==> src/rtl/mpsoc_ext_bus_arbiter_pkg.sv <==
`default_nettype none
// ============================================================================
//  Module   : mpsoc_arb_pkg
//  Purpose  : Shared types, constants and the round-robin selection function
//             for the MPSoC external Blackbone bus arbiter.
//  Revision : 1.0  initial release
// ============================================================================
package mpsoc_arb_pkg;

    typedef enum logic [1:0] {
        IDLE  = 2'd0,
        ISSUE = 2'd1,
        WAIT  = 2'd2,
        RESP  = 2'd3
    } arb_state_t;

    localparam int STAT_W  = 16;
    // Largest supported requester count; index width covers 0..15.
    localparam int MAX_REQ = 16;
    localparam int IDX_W   = 4;

    // Scan (ptr+1) mod n upward with wrap; first set request bit wins.
    // Returns 0 when no request is set (caller qualifies with |req).
    function automatic logic [IDX_W-1:0] rr_select(
        input logic [MAX_REQ-1:0] req,
        input logic [IDX_W-1:0]   ptr,
        input int unsigned        n
    );
        logic [IDX_W-1:0] win;
        logic             found;
        int unsigned      idx;
        win   = '0;
        found = 1'b0;
        for (int unsigned i = 1; i <= MAX_REQ; i++) begin
            idx = (32'(ptr) + i) % n;
            if (!found && (i <= n) && req[idx[IDX_W-1:0]]) begin
                win   = idx[IDX_W-1:0];
                found = 1'b1;
            end
        end
        return win;
    endfunction

endpackage
`default_nettype wire

==> src/rtl/mpsoc_ext_bus_arbiter_if.sv <==
`default_nettype none
// ============================================================================
//  Module   : mpsoc_ext_bus_arbiter_if
//  Purpose  : Requester-side handshake and Blackbone external bus signals of
//             the external bus arbiter. slave = arbiter view, master = the
//             surrounding system (tiles plus memory port).
//  Revision : 1.0  initial release
// ============================================================================
interface mpsoc_ext_bus_arbiter_if #(
    parameter int NUM_REQ = 8,
    parameter int AW      = 16,
    parameter int DW      = 16
) ();
    logic [NUM_REQ-1:0]    req_valid_i;
    logic [NUM_REQ*AW-1:0] req_addr_i;
    logic [NUM_REQ*DW-1:0] req_wdata_i;
    logic [NUM_REQ*2-1:0]  req_we_i;
    logic [NUM_REQ-1:0]    req_ready_o;
    logic [NUM_REQ-1:0]    rsp_valid_o;
    logic [DW-1:0]         rsp_rdata_o;
    logic                  bb_ext_en_o;
    logic [1:0]            bb_ext_we_o;
    logic [AW-1:0]         bb_ext_addr_o;
    logic [DW-1:0]         bb_ext_din_o;
    logic [DW-1:0]         bb_ext_dout_i;
    logic                  busy_o;

    modport slave (
        input  req_valid_i, req_addr_i, req_wdata_i, req_we_i, bb_ext_dout_i,
        output req_ready_o, rsp_valid_o, rsp_rdata_o,
        output bb_ext_en_o, bb_ext_we_o, bb_ext_addr_o, bb_ext_din_o, busy_o
    );

    modport master (
        output req_valid_i, req_addr_i, req_wdata_i, req_we_i, bb_ext_dout_i,
        input  req_ready_o, rsp_valid_o, rsp_rdata_o,
        input  bb_ext_en_o, bb_ext_we_o, bb_ext_addr_o, bb_ext_din_o, busy_o
    );
endinterface
`default_nettype wire

==> src/rtl/mpsoc_ext_bus_arbiter_rr_picker.sv <==
`default_nettype none
// ============================================================================
//  Module   : mpsoc_rr_picker
//  Purpose  : Combinational round-robin priority selector. Given a request
//             vector and the last-granted pointer, returns a one-hot grant,
//             the winner index and an any-request flag.
//  Revision : 1.0  initial release
// ============================================================================
module mpsoc_rr_picker
    import mpsoc_arb_pkg::*;
#(
    parameter int NUM_REQ = 8
) (
    input  wire logic [NUM_REQ-1:0] req_i,
    input  wire logic [IDX_W-1:0]   ptr_i,
    output logic      [NUM_REQ-1:0] gnt_o,
    output logic      [IDX_W-1:0]   idx_o,
    output logic                    any_o
);
    logic [MAX_REQ-1:0] w_req;

    assign w_req = MAX_REQ'(req_i);
    assign idx_o = rr_select(w_req, ptr_i, NUM_REQ);
    assign any_o = |req_i;
    assign gnt_o = any_o ? (NUM_REQ'(1) << idx_o) : '0;

endmodule
`default_nettype wire

==> src/rtl/mpsoc_ext_bus_arbiter.sv <==
`default_nettype none
// ============================================================================
//  Module   : mpsoc_ext_bus_arbiter
//  Purpose  : Round-robin arbiter/sequencer sharing the single Blackbone
//             external memory port among NUM_REQ requesters. One transaction
//             outstanding: IDLE -> ISSUE -> (WAIT) -> RESP -> IDLE.
//  Options  : MPSOC_ARB_STATS_EN adds saturating per-requester grant counters
//             (grant_cnt_o) and a multi-request conflict pulse (conflict_o).
//  Revision : 1.0  initial release
// ============================================================================
module mpsoc_ext_bus_arbiter
    import mpsoc_arb_pkg::*;
#(
    parameter int NUM_REQ  = 8,
    parameter int AW       = 16,
    parameter int DW       = 16,
    parameter int READ_LAT = 1
) (
    input  wire logic               clk,
    input  wire logic               rst,
    mpsoc_ext_bus_arbiter_if.slave  bus
`ifdef MPSOC_ARB_STATS_EN
    ,
    output logic [NUM_REQ*STAT_W-1:0] grant_cnt_o,
    output logic                      conflict_o
`endif
);
    arb_state_t         state_q;
    logic [IDX_W-1:0]   rr_ptr_q;
    logic [IDX_W-1:0]   win_q;
    logic [1:0]         we_q;
    logic [3:0]         cnt_q;
    logic               bb_en_q;
    logic [1:0]         bb_we_q;
    logic [AW-1:0]      bb_addr_q;
    logic [DW-1:0]      bb_din_q;
    logic [NUM_REQ-1:0] ready_q;
    logic [NUM_REQ-1:0] rsp_valid_q;
    logic [DW-1:0]      rsp_rdata_q;

    logic [NUM_REQ-1:0] w_gnt;
    logic [IDX_W-1:0]   w_idx;
    logic               w_any;

    mpsoc_rr_picker #(.NUM_REQ(NUM_REQ)) u_picker (
        .req_i (bus.req_valid_i),
        .ptr_i (rr_ptr_q),
        .gnt_o (w_gnt),
        .idx_o (w_idx),
        .any_o (w_any)
    );

    // Bus FSM with registered bus and handshake outputs; every pulse output
    // defaults to 0 and is set only on the edge entering the state that owns it.
    always_ff @(posedge clk) begin
        if (rst) begin
            state_q     <= IDLE;
            rr_ptr_q    <= IDX_W'(NUM_REQ - 1);
            win_q       <= '0;
            we_q        <= '0;
            cnt_q       <= '0;
            bb_en_q     <= 1'b0;
            bb_we_q     <= '0;
            bb_addr_q   <= '0;
            bb_din_q    <= '0;
            ready_q     <= '0;
            rsp_valid_q <= '0;
            rsp_rdata_q <= '0;
        end else begin
            bb_en_q     <= 1'b0;
            bb_we_q     <= '0;
            bb_addr_q   <= '0;
            bb_din_q    <= '0;
            ready_q     <= '0;
            rsp_valid_q <= '0;
            rsp_rdata_q <= '0;
            case (state_q)
                IDLE: begin
                    if (w_any) begin
                        win_q     <= w_idx;
                        rr_ptr_q  <= w_idx;
                        we_q      <= bus.req_we_i[w_idx*2 +: 2];
                        bb_en_q   <= 1'b1;
                        bb_we_q   <= bus.req_we_i[w_idx*2 +: 2];
                        bb_addr_q <= bus.req_addr_i[w_idx*AW +: AW];
                        bb_din_q  <= bus.req_wdata_i[w_idx*DW +: DW];
                        ready_q   <= w_gnt;
                        state_q   <= ISSUE;
                    end
                end
                ISSUE: begin
                    if (we_q != 2'b00) begin
                        rsp_valid_q <= NUM_REQ'(1) << win_q;
                        state_q     <= RESP;
                    end else begin
                        cnt_q   <= 4'(READ_LAT);
                        state_q <= WAIT;
                    end
                end
                WAIT: begin
                    cnt_q <= cnt_q - 4'd1;
                    if (cnt_q == 4'd1) begin
                        rsp_valid_q <= NUM_REQ'(1) << win_q;
                        rsp_rdata_q <= bus.bb_ext_dout_i;
                        state_q     <= RESP;
                    end
                end
                default: begin
                    state_q <= IDLE;
                end
            endcase
        end
    end

    assign bus.bb_ext_en_o   = bb_en_q;
    assign bus.bb_ext_we_o   = bb_we_q;
    assign bus.bb_ext_addr_o = bb_addr_q;
    assign bus.bb_ext_din_o  = bb_din_q;
    assign bus.req_ready_o   = ready_q;
    assign bus.rsp_valid_o   = rsp_valid_q;
    assign bus.rsp_rdata_o   = rsp_rdata_q;
    assign bus.busy_o        = (state_q != IDLE);

`ifdef MPSOC_ARB_STATS_EN
    logic [STAT_W-1:0] grant_cnt_q [NUM_REQ];

    // Saturating grant counters, bumped once per transaction while in ISSUE.
    always_ff @(posedge clk) begin
        if (rst) begin
            for (int k = 0; k < NUM_REQ; k++) begin
                grant_cnt_q[k] <= '0;
            end
        end else begin
            for (int k = 0; k < NUM_REQ; k++) begin
                if ((state_q == ISSUE) && (win_q == IDX_W'(k)) &&
                    (grant_cnt_q[k] != {STAT_W{1'b1}})) begin
                    grant_cnt_q[k] <= grant_cnt_q[k] + 1'b1;
                end
            end
        end
    end

    for (genvar g = 0; g < NUM_REQ; g++) begin : g_stat_pack
        assign grant_cnt_o[g*STAT_W +: STAT_W] = grant_cnt_q[g];
    end

    assign conflict_o = (state_q == IDLE) && ($countones(bus.req_valid_i) > 1);
`endif

endmodule
`default_nettype wire

==> src/flat_wrapper.sv <==
// flat-port wrapper written by rule: the top's interface ports become plain ports
module mpsoc_ext_bus_arbiter_flat import mpsoc_arb_pkg::*;
#(
    parameter int NUM_REQ  = 8,
    parameter int AW       = 16,
    parameter int DW       = 16,
    parameter int READ_LAT = 1
)
  (clk, rst, bus_req_valid_i, bus_req_addr_i, bus_req_wdata_i, bus_req_we_i, bus_bb_ext_dout_i, bus_req_ready_o, bus_rsp_valid_o, bus_rsp_rdata_o, bus_bb_ext_en_o, bus_bb_ext_we_o, bus_bb_ext_addr_o, bus_bb_ext_din_o, bus_busy_o);
  mpsoc_ext_bus_arbiter_if #(.NUM_REQ(NUM_REQ), .AW(AW), .DW(DW)) bus_i ();
  input  wire logic clk;
  input  wire logic rst;
  input wire logic [$bits(bus_i.req_valid_i)-1:0] bus_req_valid_i;
  input wire logic [$bits(bus_i.req_addr_i)-1:0] bus_req_addr_i;
  input wire logic [$bits(bus_i.req_wdata_i)-1:0] bus_req_wdata_i;
  input wire logic [$bits(bus_i.req_we_i)-1:0] bus_req_we_i;
  input wire logic [$bits(bus_i.bb_ext_dout_i)-1:0] bus_bb_ext_dout_i;
  output wire logic [$bits(bus_i.req_ready_o)-1:0] bus_req_ready_o;
  output wire logic [$bits(bus_i.rsp_valid_o)-1:0] bus_rsp_valid_o;
  output wire logic [$bits(bus_i.rsp_rdata_o)-1:0] bus_rsp_rdata_o;
  output wire logic [$bits(bus_i.bb_ext_en_o)-1:0] bus_bb_ext_en_o;
  output wire logic [$bits(bus_i.bb_ext_we_o)-1:0] bus_bb_ext_we_o;
  output wire logic [$bits(bus_i.bb_ext_addr_o)-1:0] bus_bb_ext_addr_o;
  output wire logic [$bits(bus_i.bb_ext_din_o)-1:0] bus_bb_ext_din_o;
  output wire logic [$bits(bus_i.busy_o)-1:0] bus_busy_o;
  assign bus_i.req_valid_i = bus_req_valid_i;
  assign bus_i.req_addr_i = bus_req_addr_i;
  assign bus_i.req_wdata_i = bus_req_wdata_i;
  assign bus_i.req_we_i = bus_req_we_i;
  assign bus_i.bb_ext_dout_i = bus_bb_ext_dout_i;
  assign bus_req_ready_o = bus_i.req_ready_o;
  assign bus_rsp_valid_o = bus_i.rsp_valid_o;
  assign bus_rsp_rdata_o = bus_i.rsp_rdata_o;
  assign bus_bb_ext_en_o = bus_i.bb_ext_en_o;
  assign bus_bb_ext_we_o = bus_i.bb_ext_we_o;
  assign bus_bb_ext_addr_o = bus_i.bb_ext_addr_o;
  assign bus_bb_ext_din_o = bus_i.bb_ext_din_o;
  assign bus_busy_o = bus_i.busy_o;
  mpsoc_ext_bus_arbiter #(.NUM_REQ(NUM_REQ), .AW(AW), .DW(DW), .READ_LAT(READ_LAT)) u_core (.clk(clk), .rst(rst), .bus(bus_i));
endmodule
==> config.mk <==
export PLATFORM = sky130hd
export DESIGN_NAME = mpsoc_ext_bus_arbiter_flat
export DESIGN_NICKNAME = d
export VERILOG_FILES = /design/src/rtl/mpsoc_ext_bus_arbiter_pkg.sv /design/src/rtl/mpsoc_ext_bus_arbiter_if.sv /design/src/rtl/mpsoc_ext_bus_arbiter_rr_picker.sv /design/src/rtl/mpsoc_ext_bus_arbiter.sv /design/src/flat_wrapper.sv
export SDC_FILE = /design/constraint.sdc
export NUM_CORES = 1
export LEC_CHECK = 0
export ABC_AREA = 1
export BUFFER_PORTS_ARGS = -buffer_cell sky130_fd_sc_hd__buf_2
export CAP_MARGIN = 30
export CORE_AREA = 2 2 144 146
export CTS_BUF_LIST = sky130_fd_sc_hd__clkbuf_4
export DETAILED_ROUTE_END_ITERATION = 8
export DIE_AREA = 0 0 146 148
export REMOVE_ABC_BUFFERS = 1
export SYNTH_ARGS = -nofsm -noshare
export SYNTH_HDL_FRONTEND = slang
export SYNTH_SLANG_ARGS = --single-unit
export TNS_END_PERCENT = 100
==> constraint.sdc <==
create_clock -name clk -period 5.6 [get_ports clk]
set_input_delay 1.12 -clock clk [delete_from_list [all_inputs] [get_ports clk]]
set_output_delay 1.12 -clock clk [all_outputs]
set_load 0.01 [all_outputs]
# --- Word-level counts from Yosys, hierarchy flattened ---
# Cells that the tools add are included.
# W data, S select, Z words.
word_totals:
  register_bits: 82
  inputBits: 298
  output_inout_bits: 68
  wordCells: 110
classes:
  n_addsub: 9
  n_lt_le_gt_ge: 8
  eq_ne: 6
  n_shift: 5
  mux: 41
  n_bitwise: 4
  reduce_logical: 25
ops:
  columns: ["op", "n"]
  rows:
  - ["$shiftx A128 B9 Y16", 2]
  - ["$lt A3 B5 Y1 const B", 8]
  - ["$bmux W1 S3", 8]
  - ["$mux W1", 17]
  - ["$mux W4", 4]
  - ["$mux W8", 2]
  - ["$pmux W8 S2", 1]
  - ["$shiftx A16 B6 Y2", 1]
  - ["$shl A1 B4 Y8 const A", 2]
  - ["$mux W3", 5]
  - ["$add A3 B3 Y3 const B", 4]
  - ["$pmux W4 S2", 1]
  - ["$reduce_or A8 Y1", 1]
  - ["$logic_and A1 B1 Y1", 7]
  - ["$logic_not A1 Y1", 7]
  - ["$add A3 B1 Y3 const B", 2]
  - ["$add A3 B2 Y3 const B", 2]
  - ["$pmux W2 S3", 1]
  - ["$reduce_and A2 Y1", 3]
  - ["$reduce_bool A2 Y1", 3]
  - ["$reduce_or A3 Y1", 2]
  - ["$eq A4 B1 Y1 const B", 1]
  - ["$mux W2", 2]
  - ["$ne A2 B2 Y1 const B", 2]
  - ["other kinds (7)", 10]

# --- Longest topological paths before layout ---
depth:
  word_depth: 26
  ltp_mapped: 25
  ltp_nobuf: 21

# --- Hierarchy ---
# From an unflattened synthesis, not the netlist that was laid out.
hier_totals:
  hier_cells: 1170
  area_unflattened_um2: 6480.0
by_module_without_submodules:
  columns: ["module", "n_inst", "cells_per_inst", "area_per_inst_um2", "seq_area_each_um2"]
  rows:
  - ["mpsoc_ext_bus_arbiter", 1, 1005, 5551.6, 1641.6]
  - ["mpsoc_rr_picker", 1, 165, 928.4, 0.0]

# --- Worst setup path after synthesis ---
# Ideal clock, no wire load.
synth_timing:
  path_kind: "in2reg"
  start: "input bus_req_valid_i[2]"
  end: "register u_core.bb_addr_q[10], in the netlist u_core.bus.bb_ext_addr_o[10]"
  setup_time_ns: 0.112
  t_arrival_ns: 2.716
  t_required_ns: 5.488
  slack_ns: 2.772
  cell_stages: 15
  n_path_buf: 1
  cell_sequence: "nand2_1 nand3_1 nand3_1 nand2_1 nor2_2 nand4_2 nor2_4 nand2_2 o21ai_0 nand2_1 nand2_2 clkinv_1 buf_2 nand2_1 nand2_1"
synth_between:
  elab_chain_cells: 25
  word_cells_on_any_way: 49
  cone_classes: "1 x shift; 31 x mux; 1 x bitwise; 16 x reduce/logical"
synth_rtl:
  columns: ["item", "line_no", "rtl"]
  rows:
  - ["from (decl)", "flat_wrapper.sv:13", "input wire logic [$bits(bus_i.req_valid_i)-1:0] bus_req_valid_i;"]
  - ["$bmux W1 S3", "mpsoc_ext_bus_arbiter_pkg.sv:36", "if (!found && (i <= n) && req[idx[IDX_W-1:0]]) begin"]
  - ["$mux W1 (not written as such)", "mpsoc_ext_bus_arbiter_pkg.sv:36", null]
  - ["$mux W1", "mpsoc_ext_bus_arbiter_pkg.sv:36", null]
  - ["$logic_not A1 Y1", "mpsoc_ext_bus_arbiter_pkg.sv:36", null]
  - ["$logic_and A1 B1 Y1", "mpsoc_ext_bus_arbiter_pkg.sv:36", null]
  - ["$mux W1", "mpsoc_ext_bus_arbiter_pkg.sv:36", null]
  - ["$logic_not A1 Y1", "mpsoc_ext_bus_arbiter_pkg.sv:36", null]
  - ["$logic_and A1 B1 Y1", "mpsoc_ext_bus_arbiter_pkg.sv:36", null]
  - ["[... 9 more ...]", null, null]
  - ["$mux W1", "mpsoc_ext_bus_arbiter_pkg.sv:36", null]
  - ["$logic_not A1 Y1", "mpsoc_ext_bus_arbiter_pkg.sv:36", null]
  - ["$logic_and A1 B1 Y1", "mpsoc_ext_bus_arbiter_pkg.sv:36", null]
  - ["$mux W1", "mpsoc_ext_bus_arbiter_pkg.sv:36", null]
  - ["$logic_not A1 Y1", "mpsoc_ext_bus_arbiter_pkg.sv:36", null]
  - ["$logic_and A1 B1 Y1", "mpsoc_ext_bus_arbiter_pkg.sv:36", null]
  - ["$mux W4", "mpsoc_ext_bus_arbiter_pkg.sv:36", null]
  - ["$shiftx A128 B9 Y16", "mpsoc_ext_bus_arbiter.sv:85", "bb_addr_q <= bus.req_addr_i[w_idx*AW +: AW];"]
  - ["to (signal assigned)", "mpsoc_ext_bus_arbiter.sv:85", null]
  - ["to (decl)", "mpsoc_ext_bus_arbiter.sv:35", "logic [AW-1:0] bb_addr_q;"]
# Several ways; a longest one is shown, not always the timed one. The select of a mux whose other input is x is not followed.
# A chain may end at the register's enable or synchronous reset.

# --- Worst setup path in the final report ---
layout_timing:
  start: "register u_core.rr_ptr_q[0]"
  end: "register u_core.bb_din_q[11], in the netlist u_core.bus.bb_ext_din_o[11]"
layout_between:
  elab_chain_cells: 26
  word_cells_on_any_way: 54
  cone_classes: "8 x add/sub; 1 x shift; 31 x mux; 14 x reduce/logical"
layout_rtl:
  columns: ["item", "line_no", "rtl"]
  rows:
  - ["from (decl)", "mpsoc_ext_bus_arbiter.sv:29", "logic [IDX_W-1:0] rr_ptr_q;"]
  - ["from (signal assigned)", "mpsoc_ext_bus_arbiter.sv:58", "rr_ptr_q <= IDX_W'(NUM_REQ - 1);"]
  - ["from (signal assigned)", "mpsoc_ext_bus_arbiter.sv:81", "rr_ptr_q <= w_idx;"]
  - ["$add A3 B1 Y3", "mpsoc_ext_bus_arbiter_pkg.sv:35", "idx = (32'(ptr) + i) % n;"]
  - ["$bmux W1 S3", "mpsoc_ext_bus_arbiter_pkg.sv:36", null]
  - ["$mux W1 (not written as such)", "mpsoc_ext_bus_arbiter_pkg.sv:36", null]
  - ["$mux W1", "mpsoc_ext_bus_arbiter_pkg.sv:36", null]
  - ["$logic_not A1 Y1", "mpsoc_ext_bus_arbiter_pkg.sv:36", null]
  - ["$logic_and A1 B1 Y1", "mpsoc_ext_bus_arbiter_pkg.sv:36", null]
  - ["$mux W1", "mpsoc_ext_bus_arbiter_pkg.sv:36", null]
  - ["$logic_not A1 Y1", "mpsoc_ext_bus_arbiter_pkg.sv:36", null]
  - ["[... 10 more ...]", null, null]
  - ["$mux W1", "mpsoc_ext_bus_arbiter_pkg.sv:36", null]
  - ["$logic_not A1 Y1", "mpsoc_ext_bus_arbiter_pkg.sv:36", null]
  - ["$logic_and A1 B1 Y1", "mpsoc_ext_bus_arbiter_pkg.sv:36", null]
  - ["$mux W1", "mpsoc_ext_bus_arbiter_pkg.sv:36", null]
  - ["$logic_not A1 Y1", "mpsoc_ext_bus_arbiter_pkg.sv:36", null]
  - ["$logic_and A1 B1 Y1", "mpsoc_ext_bus_arbiter_pkg.sv:36", null]
  - ["$mux W4 *", "mpsoc_ext_bus_arbiter_pkg.sv:36", null]
  - ["$shiftx A128 B9 Y16 *", "mpsoc_ext_bus_arbiter.sv:86", "bb_din_q <= bus.req_wdata_i[w_idx*DW +: DW];"]
  - ["to (signal assigned)", "mpsoc_ext_bus_arbiter.sv:86", null]
  - ["to (decl)", "mpsoc_ext_bus_arbiter.sv:36", "logic [DW-1:0] bb_din_q;"]
# Mark *: on every way between the ends. The rest lies on a longest branch, timed or not. The select of a mux whose other input is x is not followed.

==> load_flow_metrics.sql <==
INSERT INTO impl_metrics (metric_group, metric, value, unit) VALUES
('min_path', 'hp-class', 'flop to flop', ''),
('setup_path', 'critPathTopFamily', 'simple AND/OR/NAND/NOR gates', ''),
('timing', 'worst-slew-pin-transition', '0.956', 'ns'),
('floorplanning', 'die_area', '21600', 'um^2'),
('routing', 'drt_first_pass_iters', '7', ''),
('clocking', 'clk_root_buffer_cell', 'sky130_fd_sc_hd__clkbuf_4', ''),
('place', 'placed_cells', '1705', ''),
('setup_path', 'critical_path_peak_fanout', '60', ''),
('floorplanning', 'die_width', '146', 'um'),
('clocking', 'cts.sinks', '81', ''),
('power', 'clockPowerShare', '0.056', ''),
('place', 'pre_cts_slack', '1.60', 'ns'),
('routing', 'drt_iter0_drc', '349', ''),
('timing', 'relSlewSlack', '0.361', ''),
('clocking', 'worstSkewPairLatency', '0.45', 'ns'),
('global_routing', 'grt_antenna_before_repair', '2', ''),
('power', 'leakage', '5.11', 'nW'),
('routing', 'route.vias.total', '7640', ''),
('synthesis', 'synth_cells', '1115', ''),
('cells_and_area', 'final_core_utilization', '0.401', ''),
('timing', 'final-hold-violation-count', '0', ''),
('cells_and_area', 'most-common-layout-cells', '773 x sky130_fd_sc_hd__nand2_1, 365 x sky130_fd_sc_hd__buf_2, 81 x sky130_fd_sc_hd__dfxtp_1', ''),
('power', 'totalPowerFinal', '6.67', 'mW'),
('power', 'p_per_cell_area', '830', 'nW/um^2'),
('synthesis', 'synthesis.area', '5990', 'um^2'),
('clocking', 'cts.repair_timing.setup_buffer_count', '0', ''),
('synthesis', 'synthArstFlopShare', '0', ''),
('timing', 'grt_setup_unrepaired', 'no', ''),
('clocking', 'cts.clk_slew.worst_paths', '0.15', 'ns'),
('clocking', 'cts_htree_levels', '3', ''),
('setup_path', 'worstSetupPathType', 'flop to flop', ''),
('floorplanning', 'core_area', '20000', 'um^2'),
('floorplanning', 'rows', '52', ''),
('global_routing', 'globalRouteOverflowTotal', '0', ''),
('setup_path', 'worst-endpoint-arrival', '4.46', 'ns'),
('power', 'combPwrFrac', '0.829', ''),
('cells_and_area', 'layout_cell_share_with_drive_strength_beyond_1', '0.287', ''),
('cells_and_area', 'nets', '1752', ''),
('synthesis', 'synth.lib_cells_used.distinct', '37', ''),
('timing', 'count_of_endpoints_failing_setup_in_the_final_report', '0', ''),
('clocking', 'clock_tree_from_tritoncts', 'yes', ''),
('setup_path', 'crit_buf_inv', '4', ''),
('setup_path', 'setup.worst_path.start_class', 'flop', ''),
('global_routing', 'maximum_number_of_pins_on_one_net_before_global_route_repair', '76', ''),
('power', 'sequentialPowerShare', '0.115', ''),
('timing', 'setup_tns', '0', 'ns'),
('cells_and_area', 'layout.filler_cells', '2344', ''),
('synthesis', 'ys_warn_count', '0', ''),
('routing', 'detail_route.wl_per_cell', '13.6', 'um'),
('timing', 'final_max_slew_viol_count', '0', ''),
('routing', 'route.detailed.vias_per_inst', '4.44', ''),
('clocking', 'cts_hold_buf', '0', ''),
('synthesis', 'dominantRegCellSynth', 'sky130_fd_sc_hd__dfxtp_1', ''),
('setup_path', 'endpoint_kind', 'flop', ''),
('routing', 'routed_wirelength', '23300', 'um'),
('floorplanning', 'start_util', '0.299', ''),
('timing', 'timing.final.crit_share', '0.723', ''),
('timing', 'timing.final.ws_setup', '1.55', 'ns'),
('outcome', 'run_status', 'complete, no violations', ''),
('cells_and_area', 'area_growth', '34.4', '%'),
('clocking', 'max-clock-path-buffers', '2', ''),
('power', 'power_report.internal_total', '2.55', 'mW'),
('global_routing', 'grt_use_total', '0.206', ''),
('cells_and_area', 'final_common_cell', 'sky130_fd_sc_hd__nand2_1', ''),
('setup_path', 'timing.critical_path.slowest_stage_cell', 'sky130_fd_sc_hd__dfxtp_1', ''),
('synthesis', 'synth_enable_flop_cells', '0', ''),
('timing', 'maxClockFrequency', '0.247', 'GHz'),
('place', 'finalWeightedCongestion', '0.891', ''),
('run', 'max-cap-violations', '0', ''),
('setup_path', 'crit_chain', 'inv_2, ha_1, inv_1, nand3_1, nand2_1, nand2_1, nand2_1, nand4_2, nor2_4, nand3_4, nand2_4, nand2_4, inv_4, buf_4, nand2_1, nand2_1, nand2_1, nand2_1, nand2_1, nand2_1', ''),
('floorplanning', 'io_pins', '366', '');
[cells by family (layout without fill, tap and decap cells)]
family | count (synthesis) | after routing | share of synthesized area
xor gates and xnor gates | 2 | 2 | 0.00418
other | 0 | 2 | 0
and+or+nand+nor | 889 | 889 | 0.586
AOI/OAI and AO/OA | 29 | 29 | 0.0280
DFF | 81 | 81 | 0.271
adders and majority gates | 8 | 8 | 0.0167
buffers and inverters | 106 | 441 | 0.0939
[path summary, 6_finish.rpt]
check,from,endpoint,slack (ns),cells after the start
setup reg to reg,u_core.rr_ptr_q[0],u_core.bus.bb_ext_din_o[11],1.55,20
hold reg to reg,u_core.cnt_q[1],u_core.cnt_q[1],0.49,2
setup / recovery,u_core.rr_ptr_q[0],u_core.bus.bb_ext_din_o[11],1.55,20
hold / removal,u_core.cnt_q[1],u_core.cnt_q[1],0.49,2
[cell type report]
cell class              instances  area, um^2  share of cell area
clock buffers                   9        67.6             0.00840
repair buffers                375        1930               0.240
well taps                     270         338              0.0420
flip-flops and latches         81        1620               0.202
clock inverters                 6        68.8             0.00855
inverters                      51         194              0.0241
diodes                          2        5.00            0.000622
multi-input cells             928        3820               0.475
[metrics by stage]
| stage | hold slack [ns] | instance area (um^2) |
|---|---|---|
| after floorplan | 0.437 | 5620 |
| after global placement | 0.457 | 7900 |
| after detailed placement | 0.470 | 7900 |
| after CTS | 0.496 | 8040 |
| after global routing | 0.519 | 8040 |
| final | 0.493 | 8050 |
[worst register-to-register path: cells and delay by family, from the launching register on]
kind / cells / cell delay [ns]
adder cells (fa/ha/maj): 1 / 0.41
flip-flops: 1 / 0.53
AND/OR/NAND/NOR: 15 / 1.64
buffers and inverters: 4 / 1.40
[power by group through the flow]
stage / Sequential (mW) / Combinational, mW / Clock, mW
6_report: 0.767 / 5.53 / 0.373
5_1_grt: 0.780 / 6.42 / 0.414
4_1_cts: 0.768 / 5.63 / 0.390
3_5_place_dp: 0.780 / 5.61 / 0
3_3_place_gp: 0.778 / 5.62 / 0
2_1_floorplan: 0.820 / 3.95 / 0
[cell usage after synthesis, types with 3 or more instances]
library cell / number / share of area
sky130_fd_sc_hd__nand2_2: 5 / 0.0052
sky130_fd_sc_hd__ha_1: 8 / 0.017
sky130_fd_sc_hd__a21oi_1: 7 / 0.0059
sky130_fd_sc_hd__buf_2: 38 / 0.032
sky130_fd_sc_hd__nor2_2: 5 / 0.0052
sky130_fd_sc_hd__nor3_1: 5 / 0.0042
sky130_fd_sc_hd__nand2_1: 773 / 0.48
sky130_fd_sc_hd__nand3_1: 37 / 0.031
sky130_fd_sc_hd__o21ai_1: 3 / 0.0025
sky130_fd_sc_hd__nor2_1: 47 / 0.029
sky130_fd_sc_hd__inv_1: 44 / 0.028
sky130_fd_sc_hd__a22oi_1: 3 / 0.0038
sky130_fd_sc_hd__o21ai_0: 8 / 0.0067
sky130_fd_sc_hd__dfxtp_1: 81 / 0.27
sky130_fd_sc_hd__nand4_1: 6 / 0.0063
sky130_fd_sc_hd__buf_6: 12 / 0.023
sky130_fd_sc_hd__inv_2: 5 / 0.0031
sky130_fd_sc_hd__o22ai_1: 3 / 0.0031
[metal layers]
metal | track usage | wire, um | vias to the layer above
met3 | 0.0426 | 1800 | 13
met5 | 0 | 0 | -
met1 | 0.253 | 9710 | 3321
met2 | 0.375 | 11600 | 287
met4 | 0.0350 | 183 | 0
li1 | - | - | 4019
[sequential cells by signal (all words and copies together), names as in the netlist]
register / count
u_core.bus.bb_ext_addr_o: 16
u_core.rr_ptr_q: 3
u_core.bus.bb_ext_we_o: 2
u_core.bus.rsp_rdata_o: 16
u_core.we_q: 2
u_core.bus.bb_ext_en_o: 1
u_core.cnt_q: 4
u_core.state_q: 2
u_core.win_q: 3
u_core.bus.req_ready_o: 8
u_core.bus.bb_ext_din_o: 16
u_core.bus.rsp_valid_o: 8
Power figures use the tool's default switching activity.
